### config.mk
export PLATFORM = sky130hd
export DESIGN_NAME = frame_rr_arbiter
export DESIGN_NICKNAME = d
export VERILOG_FILES = /design/src/rtl/frame_pkg.sv /design/src/rtl/frame_rr_arbiter_rr.sv /design/src/rtl/frame_rr_arbiter.sv
export SDC_FILE = /design/constraint.sdc
export NUM_CORES = 1
export LEC_CHECK = 0
export CORE_UTILIZATION = 35
export DETAILED_ROUTE_END_ITERATION = 12
export PLACE_DENSITY_LB_ADDON = 0.15
export RECOVER_POWER = 25
export SLEW_MARGIN = 5
export SYNTH_ARGS = -nofsm -noshare
export SYNTH_HDL_FRONTEND = slang
export SYNTH_SLANG_ARGS = --single-unit
### constraint.sdc
create_clock -name clk -period 2.65 [get_ports clk]
set_input_delay 0.3975 -clock clk [delete_from_list [all_inputs] [get_ports clk]]
set_output_delay 0.3975 -clock clk [all_outputs]
set_load 0.01 [all_outputs]
### src/rtl/frame_pkg.sv
// frame_pkg: framing states and header constants shared by the frame arbiter.
package frame_pkg;
    typedef enum logic [2:0] {ARB, HDR1, HDR2, LEN, PAY, CS} state_t;
    localparam logic [7:0] HDR_BYTE0 = 8'hAA;
    localparam logic [7:0] HDR_BYTE1 = 8'h55;
    localparam int MAX_LEN = 255;
    localparam int LEN_W = $clog2(MAX_LEN + 1);
endpackage

### src/rtl/frame_rr_arbiter_rr.sv
// rr_arbiter: rotate-priority encoder; the first request after ptr_i wins.
module rr_arbiter #(
    parameter int NUM_CH = 4,
    parameter int CH_W = $clog2(NUM_CH)
) (
    input  logic [NUM_CH-1:0] req_i,
    input  logic [CH_W-1:0]   ptr_i,
    output logic [CH_W-1:0]   grant_o,
    output logic              any_req_o
);
    logic [CH_W-1:0] idx;
    // Walk the farthest candidate first so the nearest requester overwrites it.
    always_comb begin
        grant_o = ptr_i;
        idx = '0;
        for (int k = NUM_CH; k >= 1; k--) begin
            idx = CH_W'((int'(ptr_i) + k) % NUM_CH);
            if (req_i[idx]) grant_o = idx;
        end
    end
    assign any_req_o = |req_i;
endmodule

### src/rtl/frame_rr_arbiter.sv
// frame_rr_arbiter: frame-atomic round-robin merge of NUM_CH byte streams.
// Define FRAME_TIMEOUT_EN to abort a grant stalled mid-frame for TIMEOUT_CYC cycles.
module frame_rr_arbiter
    import frame_pkg::*;
#(
    parameter int NUM_CH = 4,
    parameter int CH_W = $clog2(NUM_CH),
    parameter int TIMEOUT_CYC = 1024
) (
    input  logic                clk,
    input  logic                rst_n,
    input  logic [NUM_CH*8-1:0] s_tdata,
    input  logic [NUM_CH-1:0]   s_tvalid,
    output logic [NUM_CH-1:0]   s_tready,
    output logic [7:0]          m_tdata,
    output logic                m_tvalid,
    output logic                m_tlast,
    output logic [CH_W-1:0]     m_tid,
    input  logic                m_tready,
    output logic                err_timeout
);
    state_t state_q, state_d;
    logic [CH_W-1:0] grant_q, grant_d, rr_ptr_q, rr_ptr_d, arb_grant;
    logic [LEN_W-1:0] len_q, len_d, cnt_q, cnt_d;
    logic [7:0] in_byte, m_tdata_q;
    logic [CH_W-1:0] m_tid_q;
    logic m_tvalid_q, m_tlast_q, arb_any, go, xfer, last, abort;

    rr_arbiter #(.NUM_CH(NUM_CH), .CH_W(CH_W)) u_rr (
        .req_i(s_tvalid),
        .ptr_i(rr_ptr_q),
        .grant_o(arb_grant),
        .any_req_o(arb_any)
    );

    assign go = (state_q != ARB) && (!m_tvalid_q || m_tready);
    assign s_tready = go ? (NUM_CH'(1) << grant_q) : '0;
    assign in_byte = s_tdata[{grant_q, 3'b000} +: 8];
    assign xfer = go && s_tvalid[grant_q];
    assign m_tdata = m_tdata_q;
    assign m_tvalid = m_tvalid_q;
    assign m_tlast = m_tlast_q;
    assign m_tid = m_tid_q;

    always_comb begin
        state_d = state_q;
        grant_d = grant_q;
        rr_ptr_d = rr_ptr_q;
        len_d = len_q;
        cnt_d = cnt_q;
        last = 1'b0;
        case (state_q)
            ARB: if (arb_any) begin
                grant_d = arb_grant;
                rr_ptr_d = arb_grant;
                state_d = HDR1;
            end
            HDR1: if (xfer) begin
                last = in_byte != HDR_BYTE0;
                state_d = last ? ARB : HDR2;
            end
            HDR2: if (xfer) begin
                last = in_byte != HDR_BYTE1;
                state_d = last ? ARB : LEN;
            end
            LEN: if (xfer) begin
                len_d = in_byte;
                cnt_d = '0;
                state_d = (in_byte == 8'd0) ? CS : PAY;
            end
            PAY: if (xfer) begin
                cnt_d = cnt_q + 1'b1;
                state_d = (cnt_d == len_q) ? CS : PAY;
            end
            CS: if (xfer) begin
                last = 1'b1;
                state_d = ARB;
            end
            default: state_d = ARB;
        endcase
        if (abort) state_d = ARB;
    end

    always_ff @(posedge clk or negedge rst_n) begin
        if (!rst_n) begin
            state_q <= ARB;
            grant_q <= '0;
            rr_ptr_q <= CH_W'(NUM_CH - 1);
            len_q <= '0;
            cnt_q <= '0;
            m_tdata_q <= '0;
            m_tvalid_q <= 1'b0;
            m_tlast_q <= 1'b0;
            m_tid_q <= '0;
        end else begin
            state_q <= state_d;
            grant_q <= grant_d;
            rr_ptr_q <= rr_ptr_d;
            len_q <= len_d;
            cnt_q <= cnt_d;
            if (xfer) begin
                m_tdata_q <= in_byte;
                m_tvalid_q <= 1'b1;
                m_tlast_q <= last;
                m_tid_q <= grant_q;
            end else if (m_tready) begin
                m_tvalid_q <= 1'b0;
            end
        end
    end

`ifdef FRAME_TIMEOUT_EN
    localparam int SW = $clog2(TIMEOUT_CYC + 1);
    logic [SW-1:0] stall_q;
    logic stalled, err_q;
    assign stalled = (state_q != ARB) && !s_tvalid[grant_q];
    assign abort = stalled && (stall_q == SW'(TIMEOUT_CYC - 1));
    assign err_timeout = err_q;
    // The counter holds while the source is valid but blocked downstream.
    always_ff @(posedge clk or negedge rst_n) begin
        if (!rst_n) begin
            stall_q <= '0;
            err_q <= 1'b0;
        end else begin
            stall_q <= (abort || xfer || state_q == ARB) ? '0 : stall_q + SW'(stalled);
            err_q <= abort;
        end
    end
`else
    assign abort = 1'b0;
    assign err_timeout = 1'b0;
`endif
endmodule

== Word level (Yosys, flattened, before mapping) ==
Index checks and enable logic that the tools add are counted.

* Add/subtract/negate cells: 5
* Reductions and logical operators: 14
* Shift operators: 2
* Order comparisons: 5
* Muxes and demuxes: 32
* Equality and inequality tests: 14

{| class="wikitable"
|+ Operator list
! kind !! number
|-
| variable part select 32 x 6 -> 8 bit || 1
|-
| 2-to-1 mux 3 bit || 6
|-
| case mux 3 bit (6 select lines) || 1
|-
| 2-to-1 mux 8 bit || 2
|-
| case mux 8 bit (2 select lines) || 1
|-
| < comparator 2 x 3 -> 1 bit (second input constant) || 5
|-
| 2-to-1 mux 2 bit || 6
|-
| inequality test 2 bit (second input constant) || 6
|-
| binary-select mux 1 bit (select 2 bit) || 5
|-
| 2-to-1 mux 1 bit || 9
|-
| adder 8 x 1 -> 8 bit (second input constant) || 1
|-
| equality test 8 bit || 1
|-
| logical NOT 8 bit || 1
|-
| inequality test 8 x 7 -> 1 bit (second input constant) || 1
|-
| inequality test 8 bit (second input constant) || 1
|-
| equality test 3 x 2 -> 1 bit (second input constant) || 2
|-
| equality test 3 bit (second input constant) || 2
|-
| AND reduction 6 bit || 1
|-
| adder 2 x 1 -> 2 bit (second input constant) || 2
|-
| adder 2 bit (second input constant) || 2
|-
| 2-to-1 mux 4 bit || 1
|-
| AND reduction 2 bit || 2
|-
| nonzero test 2 bit || 2
|-
| OR reduction 4 bit || 1
|-
| other kinds (9) || 10
|}

* Register bits: 35
* Logic and storage cells: 81
* Output and inout port bits: 17

== Longest topological paths before layout ==
* Word-level depth: 7
* Depth in mapped cells: 8
* Gate-level depth less buffers: 6

== By module ==
Synthesis repeated with hierarchy kept, for this count alone.

* Cells, all modules: 230
* Area total of the unflattened synthesis: 2,158.3 um^2

{| class="wikitable"
|+ Modules (own cells, without submodules)
! module !! instances !! seq. area each (um^2) !! cells an instance !! area an instance (um^2)
|-
| frame_rr_arbiter || 1 || 878.3 || 216 || 2,085.8
|-
| rr_arbiter || 1 || 0.0 || 14 || 72.6
|}

== Least setup slack after synthesis ==
Ideal clock, no wire load.

* Path kind: flip-flop to flip-flop
* From: register grant_q[1]
* To: register state_q[0]
* Path slack: 387 ps
* Arrival time: 2,177 ps
* Required time: 2,564 ps
* Cell stages (with the launch flop): 8
* Path buffers: 2
* Path through: dfrtp_1 -> clkbuf_1 -> clkbuf_1 -> mux4_1 -> or4_4 -> nor4_2 -> a21oi_1 -> o221ai_2

* Longest elaborated chain between the ends: 5
* Elaborated cells between the ends (all ways): 17
* Those cells by class: eq/ne: 6; shift: 1; mux: 7; reduce/logical: 3

{| class="wikitable"
|+ RTL lines
! element !! RTL line !! text
|-
| start, declared || frame_rr_arbiter.sv:23 || <nowiki>logic [CH_W-1:0] grant_q, grant_d, rr_ptr_q, rr_ptr_d, arb_grant;</nowiki>
|-
| start signal, assigned || frame_rr_arbiter.sv:97 || <nowiki>grant_q <= grant_d;</nowiki>
|-
| variable part select 32 x 6 -> 8 bit or binary-select mux 1 bit (select 2 bit) (tied branches) || frame_rr_arbiter.sv:38, frame_rr_arbiter.sv:39 ||
|-
| inequality test 8 x 7 -> 1 bit, or another cell as far along || frame_rr_arbiter.sv:63 || <nowiki>last = in_byte != HDR_BYTE1;</nowiki>
|-
| 2-to-1 mux 2 bit, or another cell as far along || frame_rr_arbiter.sv:64 || <nowiki>state_d = last ? ARB : LEN;</nowiki>
|-
| 2-to-1 mux 3 bit, or another cell as far along || frame_rr_arbiter.sv:62 || <nowiki>HDR2: if (xfer) begin</nowiki>
|-
| case mux 3 bit (6 select lines) or AND reduction 6 bit (tied branches) || n/a ||
|-
| end signal, assigned || frame_rr_arbiter.sv:96 || <nowiki>state_q <= state_d;</nowiki>
|-
| end, declared || frame_rr_arbiter.sv:22 || <nowiki>state_t state_q, state_d;</nowiki>
|}

Parallel ways exist; a longest one is shown, timed or not. The select of a mux whose other input is x is not followed.
A chain may end at the register's enable or synchronous reset.

== Worst setup path in the final report ==
* From: register state_q[1]
* To: output s_tready[3]

* Longest elaborated chain between the ends: 3

{| class="wikitable"
|+ RTL lines
! element !! RTL line !! text
|-
| nonzero test 3 bit || frame_rr_arbiter.sv:36 || <nowiki>assign go = (state_q != ARB) && (!m_tvalid_q || m_tready);</nowiki>
|-
| logical AND 1 bit || frame_rr_arbiter.sv:36 ||
|-
| 2-to-1 mux 4 bit || frame_rr_arbiter.sv:37 || <nowiki>assign s_tready = go ? (NUM_CH'(1) << grant_q) : '0;</nowiki>
|-
| end, declared || frame_rr_arbiter.sv:14 || <nowiki>output logic [NUM_CH-1:0] s_tready,</nowiki>
|}

No other way between the ends.

==> results_dict.tcl <==
set metrics [dict create \
    antenna_found_initial 0 \
    yosys-top-cells-count "nand2_1, dfrtp_1, a21oi_1, nor2_1, o21ai_0" \
    fp.dieH_um 81.3 \
    postLayoutSetupSlackWorst_ps 131 \
    drive_above_1_share_pct 16.5 \
    wl_mm 5.35 \
    cts_tree "done" \
    synth_edf_count 0 \
    cts.sinks 35 \
    synth_top_area_share_pct 37.6 \
    yosys_warnings 0 \
    area_growth_pct 36.0 \
    io_buffers 54 \
    synth_cell_type_count 48 \
    cp_max_fo 8 \
    clock_latency_ps 300 \
    syn_inst 233 \
    clock_path_buffers 2 \
    synth_area_leaders "dfrtp_1, nand2_1, mux4_2, mux4_1, a21oi_1" \
    outcome "completed" \
    max_slew_margin_pct 39.7 \
    finalCritPeriodShare_pct 95.1 \
    final_nets 336 \
    drt_iter0_markers 96 \
    num-fill-cells 566 \
    crit_type "flop to output port" \
    cts_made_buffers 5 \
    cts-root-buf "clkbuf_8" \
    antenna_left 0 \
    async_reset_ff_share_pct 100 \
    globalRoute.totalOverflow 0 \
    rsz0062_at_grt "false" \
    htreeDepth 2 \
    drtPass1Iterations 4 \
    comb_power_share_pct 50.6 \
    ios 56 \
    syn-num-nets 273 \
    leakage_nw 1.27 \
    hold_viol 0 \
    vias_per_cell 5.17 \
    multi_input_area_um2 1220 \
    endpoint_kind "output port" \
    dieArea_um2 6600 \
    final_util_pct 49.9 \
    clkPwrFrac_pct 15.8 \
    syn_avg_cell_area_um2 9.44 \
    cp.required_ps 2250 \
    ys_seq_area_share_pct 40.0 \
    crit_arrival_ps 2120 \
    diodes 0 \
    start_kind "flop" \
    drt_drc_violations_left 0 \
    fin_crit_ps 2520 \
    p_int_mw 1.59 \
    fin_skew_ps 6.38 \
    ys_ff_latch 35 \
    routabilityCongestion 0.824 \
    dieWidth_um 81.3 \
    grt_pass1_wl_mm 9.16 \
    worstMarginPinSlew_ps 904 \
    avgRoutedWirePerCell_um 14.4 \
    grt_max_degree 36 \
    seq_area_um2 880 \
    yosysTopAreaCell "dfrtp_1" \
    p_per_area_nw_per_um2 877 \
    synth_area_um2 2200 \
    fmax_ghz 0.397 \
    grt_pass1_vias 1935 \
    switching_share_pct 39.4 \
    ys.flop_type "dfrtp_1" \
    switchingPower_mw 1.03 \
    peakVddDrop_uv 483 \
    synth_most_common_cell "nand2_1" \
    drv_cap 0 \
    vias 1925 \
    setup-violations-final 0 \
    worstHoldPathType "flop to flop" \
    clk_pin_slew_ps 80 \
    pwr-share-seq_pct 33.6 \
    dpl_worst_slack_ps 57.6 \
    rows 28 \
    initial_core_util_pct 36.7 \
    hpwl_mm 4.03 \
    tns_ps 0 \
    final-max-slew-violation-count 0 \
    core-area_um2 5990 \
    grt_use_total_pct 18.5 \
]
-- critical path: stages, from the launching register on --
cell             delay (ps)
dfrtp_1                 470
or3_1                   430
and2_1                  230
and3_2                  220
clkdlybuf4s50_1         480
-- power by group through the flow --
stage	registers (mW)	clock network (mW)	logic, mW
3_5_place_dp	0.884	0	1.34
2_1_floorplan	0.839	0	0.832
6_report	0.881	0.415	1.33
3_3_place_gp	0.890	0	1.33
4_1_cts	0.880	0.427	1.34
5_1_grt	0.915	0.447	1.48
-- cells in the final DEF (no fill, tap or decap), types with 3 or more instances in the layout --
master / n
inv_1: 7
clkdlybuf4s50_1: 53
clkbuf_8: 5
nor3b_1: 3
mux2_2: 8
buf_4: 15
xor2_1: 5
nor2_1: 12
nand3_1: 5
mux4_2: 5
nand2_1: 48
or3_1: 3
and2_1: 3
xnor2_1: 7
o21ai_0: 11
a21oi_1: 20
a311oi_1: 5
nand2b_1: 5
mux4_1: 4
nor3_1: 4
dfrtp_1: 32
-- state kept, by name, indices dropped and copies added, names as in the netlist --
| register | cells |
|---|---|
| cnt_q | 8 |
| m_tvalid | 1 |
| len_q | 8 |
| rr_ptr_q | 2 |
| state_q | 3 |
| m_tid | 2 |
| m_tlast | 1 |
| m_tdata | 8 |
| grant_q | 2 |
-- final timing paths --
path	slack, ps	depth (start not counted)	end	from
max in group asynchronous	1280	2	grant_q[0]	rst_n
min in group asynchronous	750	2	m_tvalid	rst_n
min	480	2	m_tdata[5]	m_tdata[5]
max	130	4	s_tready[3]	state_q[1]
min reg2reg	480	2	m_tdata[5]	m_tdata[5]
max reg2reg	280	5	state_q[1]	grant_q[0]
-- per-stage QoR --
stage	std cells	total power, mW	cell area [um2]	hold WS, ps
after global routing	372	2.84	2990	502
after global placement	364	2.22	2890	459
final	372	2.62	2990	478
after floorplan	233	1.67	2200	102
after detailed placement	364	2.22	2890	462
after CTS	372	2.65	2990	484
-- cell families (layout without fill, tap and decap cells) --
family / after synthesis / after routing / synth area share, %
AO/OA/AOI/OAI: 49 / 49 / 14.2
XOR/XNOR: 12 / 12 / 4.78
adder cells (fa/ha/maj): 1 / 1 / 0.569
buffers and inverters: 22 / 86 / 4.84
flip-flops: 35 / 35 / 40.0
multiplexers: 17 / 17 / 14.0
other: 1 / 1 / 0.171
AND/OR/NAND/NOR: 96 / 96 / 21.5
-- cell type report --
cell class	instances	area share, %
Timing Repair Buffer	71	22.7
Tap cell	75	3.14
Multi-Input combinational cell	176	40.8
Inverter	7	0.879
Clock inverter	3	0.795
Clock buffer	5	2.30
Sequential cell	35	29.4
-- routing by layer --
layer  track usage [%]  part of all wire [%]  vias up  wire length [um]
met1              24.4                    50      906              2650
met4              5.00                  0.90        0                48
met2              30.2                    45       54              2390
met5                 0                     0        -                 0
li1                  -                     -      960                 -
met3              4.61                   4.8        5               256
-- what timing repair did --
action                                  CTS  global route
resized for setup                         0             2
buffers inserted                          0             0
endpoints found under the setup margin    0             9
hold buffers                              0             0
No activity file was read; power rests on OpenSTA's default activity.
